## config.mk

```make
export PLATFORM = sky130hd
export DESIGN_NAME = memory_arbiter
export DESIGN_NICKNAME = d
export VERILOG_FILES = /design/src/rtl/cpu_types_pkg.sv /design/src/rtl/memory_arbiter.sv
export SDC_FILE = /design/constraint.sdc
export NUM_CORES = 1
export LEC_CHECK = 0
export CAP_MARGIN = 20
export CORE_AREA = 2 2 105 107
export CTS_CLUSTER_SIZE = 40
export DETAILED_ROUTE_END_ITERATION = 7
export DIE_AREA = 0 0 107 109
export GPL_TIMING_DRIVEN = 0
export HOLD_SLACK_MARGIN = 0.06
export PLACE_DENSITY = 0.6
export SETUP_SLACK_MARGIN = 0.4
export SYNTH_ARGS = -nofsm -noshare
export SYNTH_HDL_FRONTEND = slang
export SYNTH_SLANG_ARGS = --single-unit
```

## constraint.sdc

```tcl
create_clock -name CLK -period 2.2 [get_ports CLK]
set_input_delay 0.44 -clock CLK [delete_from_list [all_inputs] [get_ports CLK]]
set_output_delay 0.44 -clock CLK [all_outputs]
set_load 0.05 [all_outputs]
```

## src/rtl/cpu_types_pkg.sv

```systemverilog
// cpu_types_pkg: shared CPU types.
//   word_t       - 32-bit machine word
//   ramstate_t   - status reported by the unified RAM
//   arb_state_t  - memory_arbiter grant state
//   ARB_STREAK_W - width of the arbiter's data-grant streak counter
package cpu_types_pkg;

    typedef logic [31:0] word_t;

    typedef enum logic [1:0] {
        FREE   = 2'd0,
        BUSY   = 2'd1,
        ACCESS = 2'd2,
        ERROR  = 2'd3
    } ramstate_t;

    typedef enum logic [1:0] {
        IDLE = 2'd0,
        IGNT = 2'd1,
        DGNT = 2'd2,
        GAP  = 2'd3
    } arb_state_t;

    localparam int ARB_STREAK_W = 4;

    // The RAM finishes an access on ACCESS or ERROR; ERROR still retires it.
    function automatic logic ram_done(ramstate_t s);
        return (s == ACCESS) || (s == ERROR);
    endfunction

endpackage

```

## src/rtl/memory_arbiter.sv

```systemverilog
// memory_arbiter: single-port RAM arbiter between instruction fetch and data memory.
// Data has priority; after MAX_DSTREAK consecutive data grants with a fetch
// pending, the fetch is forced through. Each completion is followed by a one-cycle
// GAP so requesters get an edge to retire or update their request.
//   CLK, RST           - clock, asynchronous active-high reset
//   iREN, iaddr        - fetch request / address;   iwait, iload  - fetch status / data
//   dREN, dWEN, daddr, dstore - data request;      dwait, dload  - data status / data
//   ramREN, ramWEN, ramaddr, ramstore - RAM strobes (combinational from state + requests)
//   ramload, ramstate  - RAM read data / status
//   ramerr             - sticky flag, set by any ERROR completion
module memory_arbiter
    import cpu_types_pkg::*;
#(
    parameter int MAX_DSTREAK = 4
) (
    input  logic        CLK,
    input  logic        RST,
    input  logic        iREN,
    input  logic [31:0] iaddr,
    input  logic        dREN,
    input  logic        dWEN,
    input  logic [31:0] daddr,
    input  logic [31:0] dstore,
    output logic        iwait,
    output logic        dwait,
    output logic [31:0] iload,
    output logic [31:0] dload,
    output logic        ramREN,
    output logic        ramWEN,
    output logic [31:0] ramaddr,
    output logic [31:0] ramstore,
    input  logic [31:0] ramload,
    input  logic [1:0]  ramstate,
    output logic        ramerr
);

    localparam logic [ARB_STREAK_W-1:0] DLIM = ARB_STREAK_W'(MAX_DSTREAK);

    arb_state_t              state;
    logic [ARB_STREAK_W-1:0] streak;
    logic                    dreq;
    logic                    fin;
    logic                    i_done;
    logic                    d_done;

    assign dreq = dREN | dWEN;
    assign fin  = ram_done(ramstate_t'(ramstate));

    // RAM side and wait/load outputs. A withdrawn request drops its strobe in
    // the same cycle because the strobes follow the live request, not the state.
    always_comb begin
        ramREN   = 1'b0;
        ramWEN   = 1'b0;
        ramaddr  = '0;
        ramstore = '0;
        iwait    = iREN;
        dwait    = dreq;
        iload    = '0;
        dload    = '0;
        i_done   = 1'b0;
        d_done   = 1'b0;
        case (state)
            IGNT: begin
                ramREN  = iREN;
                ramaddr = iaddr;
                i_done  = iREN & fin;
                iwait   = iREN & ~i_done;
                if (i_done) iload = ramload;
            end
            DGNT: begin
                // write wins when both data strobes are up
                ramWEN   = dWEN;
                ramREN   = dREN & ~dWEN;
                ramaddr  = daddr;
                ramstore = dstore;
                d_done   = dreq & fin;
                dwait    = dreq & ~d_done;
                if (d_done) dload = ramload;
            end
            GAP: begin
                iwait = 1'b1;
                dwait = 1'b1;
            end
            default: ;
        endcase
    end

    always_ff @(posedge CLK or posedge RST) begin
        if (RST) begin
            state  <= IDLE;
            streak <= '0;
            ramerr <= 1'b0;
        end else begin
            case (state)
                IDLE: begin
                    if (dreq && (!iREN || streak < DLIM)) state <= DGNT;
                    else if (iREN)                        state <= IGNT;
                end
                IGNT: begin
                    if (!iREN) begin
                        state <= IDLE;
                    end else if (i_done) begin
                        state  <= GAP;
                        streak <= '0;
                        if (ramstate_t'(ramstate) == ERROR) ramerr <= 1'b1;
                    end
                end
                DGNT: begin
                    if (!dreq) begin
                        state <= IDLE;
                    end else if (d_done) begin
                        state <= GAP;
                        // streak only counts data wins over a waiting fetch
                        if (!iREN)                streak <= '0;
                        else if (streak != '1)    streak <= streak + 1'b1;
                        if (ramstate_t'(ramstate) == ERROR) ramerr <= 1'b1;
                    end
                end
                default: state <= IDLE;
            endcase
        end
    end

endmodule

```

Word-level counts from Yosys, hierarchy flattened. Cells that the tools add are included. W data, S select, Z words.

Reductions and logical operators: 9. Muxes and demuxes: 32. Add/subtract/negate cells: 1. Equality and inequality tests: 14. $lt $le $gt $ge: 1. Bitwise gates (word level): 9.

Operators by type and width (number): $mux W32 (5); $pmux W32 S2 (1); $mux W4 (6); $mux W2 (6); $ne A3 B3 Y1 const B (4); $eq A2 B2 Y1 const B (4); $mux W1 (8); $ne A2 B2 Y1 const B (4); $pmux W1 S2 (4); $pmux W4 S2 (1); $pmux W2 S3 (1); $reduce_and A6 Y1 (1); $and A1 B1 Y1 (5); $reduce_and A5 Y1 (1); $add A4 B1 Y4 const B (1); $lt A4 B3 Y1 const B (1); $ne A4 B4 Y1 const B (1); $not A1 Y1 (3); $reduce_and A3 Y1 (1); $eq A2 B1 Y1 const B (1); $logic_not A2 Y1 (1); $logic_or A1 B1 Y1 (2); $reduce_bool A2 Y1 (1); $logic_and A1 B1 Y1 (1); other kinds (2) (2).

Word-level logic and storage cells: 69. Output and inout port bits: 133. Bits in registers: 7.

Longest topological paths before layout.
Depth in word-level cells: 7. Gate-level depth with buffers: 7. Mapped depth without buffers: 6.

Worst setup path after synthesis. No wires, ideal clock.

Path type: register to output. Start point: reg state[0]. End point: out ramaddr[0]. Path buffers: 2. Arrival: 1.862 ns. Setup slack: -0.102 ns. Required time: 1.760 ns. Cell stages (with the launch flop): 7. Cells stage by stage: dfrtp_1 -> inv_1 -> ha_1 -> buf_2 -> clkbuf_1 -> a22oi_1 -> nor2b_1.

Longest elaborated chain between the ends: 2. Elaborated cells on any way between the ends: 3. Classes of those cells: eq/ne: 2; mux: 1.

Ends and longest elaborated chain: start: declaration (line memory_arbiter.sv:39) `arb_state_t state;`; start signal: assignment (line memory_arbiter.sv:90) `state <= IDLE;`; start signal: assignment (line memory_arbiter.sv:96) `if (dreq && (!iREN || streak < DLIM)) state <= DGNT;`; start signal: assignment (line memory_arbiter.sv:97) `else if (iREN) state <= IGNT;`; $eq A2 B2 Y1 / $eq A2 B1 Y1 (equally long branches) (line memory_arbiter.sv:62) `case (state)`; $pmux W32 S2 * (line memory_arbiter.sv:62); end: declaration (line memory_arbiter.sv:30) `output logic [31:0] ramaddr,`.

Every way passes the cells marked *; elsewhere a longest branch is shown, timed or not.

Worst setup path after layout.
Start point: reg state[0]. End point: out dload[1].

Longest elaborated chain between the ends: 2.

Ends and longest elaborated chain: $eq A2 B2 Y1 (line memory_arbiter.sv:62); $mux W32 (line memory_arbiter.sv:62); end: declaration (line memory_arbiter.sv:27) `output logic [31:0] dload,`.

Every way passes these cells.

==> metrics.csv <==
stage,metric,value,unit
grt,initial antenna violation count,0,
placed_design,RD Place Congestion,0.848,
detailed_routing,Detailed Route WL,11900,um
outcome,outcome,"finished, final reports clean",
detailed_routing,initial DRC count,66,
placed_design,placed insts,687,
cells_and_area,NumNets Final,721,
logic_synthesis,yosys warns,0,
timing,final period utilization,96.2,%
clocking,TritonCTS Sinks,7,
worst_setup_path,Crit Path Category,flop to output port,
logic_synthesis,share of the synthesized area in the top cell type,15.9,%
worst_setup_path,worst path required time,1760,ps
logic_synthesis,Post-Syn Area,0.00165,mm2
timing,Tmin final,2120,ps
logic_synthesis,Area contributors post-synth,"nor2_1 16%, a22oi_1 15%, and2_1 13%",
cells_and_area,fillers,873,
job,max_cap viols,0,
floorplanning,site row count,38,
detailed_routing,Final ANT Viol Nets,0,
floorplanning,I/O pins,268,
cells_and_area,Layout area overhead,310,%
logic_synthesis,Post-synth EDFFs,0,
pwr,peak supply drop,0.000836,V
logic_synthesis,"FF+latch count, synth",7,
pwr,pwr/cell area,1250,mW/mm2
detailed_routing,via count,3175,
timing,RSZ-0062 raised after global routing,true,
logic_synthesis,prevailing post-synth register cell,dfrtp_1,
worst_hold_path,hold crit path type,input pin to async pin,
cells_and_area,"commonest non-fill, non-tap cell in the layout",clkdlybuf4s50_1,
worst_setup_path,Crit. End Element,output port,
clocking,CTS Buffer Depth,2,
pwr,LEAKAGE,2.72,nW
clocking,CTS Buf Count,3,
floorplanning,CORE AREA,0.0106,mm2
clocking,Max H-tree Level,1,
clocking,clock-pin slew on the worst setup and hold paths,50,ps
worst_setup_path,worst-path fanout max,8,
clocking,Clock Latency Late Sink,240,ps
floorplanning,die area,0.0117,mm2
cells_and_area,layout cells sized above 1,69.1,%
timing,Worst Skew,5.23,ps
worst_setup_path,Worst Setup Start Kind,flop,
logic_synthesis,Syn Nets,421,
placed_design,placed cell areas,0.00534,mm2
cells_and_area,FF/Latch Area,176,um2
grt,remaining global-route overflow,0,
grt,vias in the first global route,3334,
detailed_routing,WL per Instance,16.5,um
timing,Worst-Margin Slew,528,ps
clocking,TritonCTS clock tree,built,
cells_and_area,area of the multi-input gates,0.00246,mm2
clocking,Root Buffer,clkbuf_8,
clocking,"Hold-fix buffers, CTS",0,
logic_synthesis,average size of a mapped cell,5.88,um2
detailed_routing,Via-to-Cell Ratio,4.41,
cells_and_area,most frequent cells in the layout,"130 x clkdlybuf4s50_1, 90 x buf_6, 62 x nor2_4",
grt,Tot GR Track Use,18.9,%
grt,largest net degree at the start of global routing,13,
logic_synthesis,ys async rst share,100,%
timing,Setup Viol. Count Final,0,
cells_and_area,Non-Filler Instances,720,
grt,first-pass GRT wire length,17400,um
placed_design,port buffer count,266,
logic_synthesis,cell taking the most area after synthesis,nor2_1,
worst_setup_path,Critical Path AT,1680,ps
placed_design,dpl hpwl,8790,um
timing,Final Max Slew Viols,0,
cells_and_area,ANT cells,0,
logic_synthesis,post-synthesis instance total,281,
floorplanning,Initial Util,15.6,%
detailed_routing,Post-route DRC,0,
timing,Rel. slew slack,64.7,%
floorplanning,Die W,107,um
detailed_routing,drt pass-1 iters,4,
timing,Max Fclk,0.472,GHz
cells_and_area,post-layout instance area,0.00677,mm2
logic_synthesis,Unique masters post-synth,30,
logic_synthesis,register area share after synthesis,10.6,%
timing,"Hold Vio Cnt, Final",0,
floorplanning,die height,109,um
==> power by group <==
group | switching (mW) | total (mW) | leakage, nW | internal (mW)
clock | 0.0675 | 0.194 | 0.0228 | 0.126
combinational | 4.20 | 8.03 | 2.61 | 3.83
sequential | 0.0434 | 0.213 | 0.0871 | 0.169
total | 4.31 | 8.43 | 2.72 | 4.12
==> critical path: stages, from the launching register on <==
cell and delay, ps:
dfrtp_1 400, inv_2 110, ha_4 150, buf_12 130, o21ai_4 90, buf_6 150, clkbuf_16 160, nor2_4 90
buf_6 160
==> layer usage <==
metal / global-route usage, % / routed length (um) / vias to the layer above
li1: - / - / 1532
met1: 20.5 / 4300 / 1504
met3: 3.95 / 715 / 16
met2: 37.1 / 6690 / 123
met5: 0 / 0 / -
met4: 4.55 / 195 / 0
==> cells in the mapped netlist, types with 2 or more instances <==
cell,count
o21bai_1,2
nand3_1,2
ha_1,5
a22oi_1,32
o21ai_0,2
buf_2,3
nor2_1,70
inv_1,5
o21ai_1,2
a31oi_1,3
a21oi_1,5
mux2_2,2
and2_1,34
nand2_1,39
clkbuf_1,22
dfrtp_1,7
nor2b_1,33
==> path summary, 6_finish.rpt <==
path / startpoint / end / slack (ps) / cells past startpoint
worst max-delay path: state[0] / dload[1] / 80 / 8
max in group asynchronous: RST / state[1] / 1480 / 2
worst max register to register: state[0] / streak[1] / 190 / 8
min in group CLK: ramerr / ramerr / 490 / 1
worst min register to register: ramerr / ramerr / 490 / 1
worst min-delay path: RST / streak[3] / 460 / 2
==> final cells by class <==
cell class	instances	area share, %
repair buffers	295	50.2
multi-input cells	243	36.4
plain buffers	26	7.26
flip-flops and latches	7	2.61
well taps	140	2.59
clock buffers	4	0.665
inverters	5	0.277
==> cells by family after synthesis <==
kind of cell,after synthesis,share of synthesized area (%)
AND/OR/NAND/NOR,184,54.2
buffers and inverters,31,7.73
flip-flops,7,10.6
multiplexers,2,1.36
AO/OA/AOI/OAI,52,22.3
adder cells (fa/ha/maj),5,3.79
==> timing repair <==
item / 4_1_cts / 5_1_grt
endpoints found under the setup margin: 139 / 139
pin swaps: 32 / 24
setup buffers: 9 / 5
resized for setup: 1031 / 106
gates cloned: 9 / 6
==> sequential cells by signal, indices dropped and copies added (netlist names) <==
name	count
ramerr	1
state	2
streak	4
==> metrics by stage <==
stage | total power, mW | TNS [ps] | setup slack (ps) | util, % | hold slack [ps]
after floorplan | 4.59 | 0 | 227 | - | 243
after global placement | 6.25 | -82010 | -787 | 50.4 | 468
after detailed placement | 6.30 | -84160 | -812 | 50.4 | 500
after CTS | 7.76 | 0 | 86.2 | 59.5 | 464
after global routing | 8.79 | 0 | 30.9 | 63.8 | 489
final | 8.43 | 0 | 83.1 | 63.8 | 460
No activity file was read; power rests on OpenSTA's default activity.
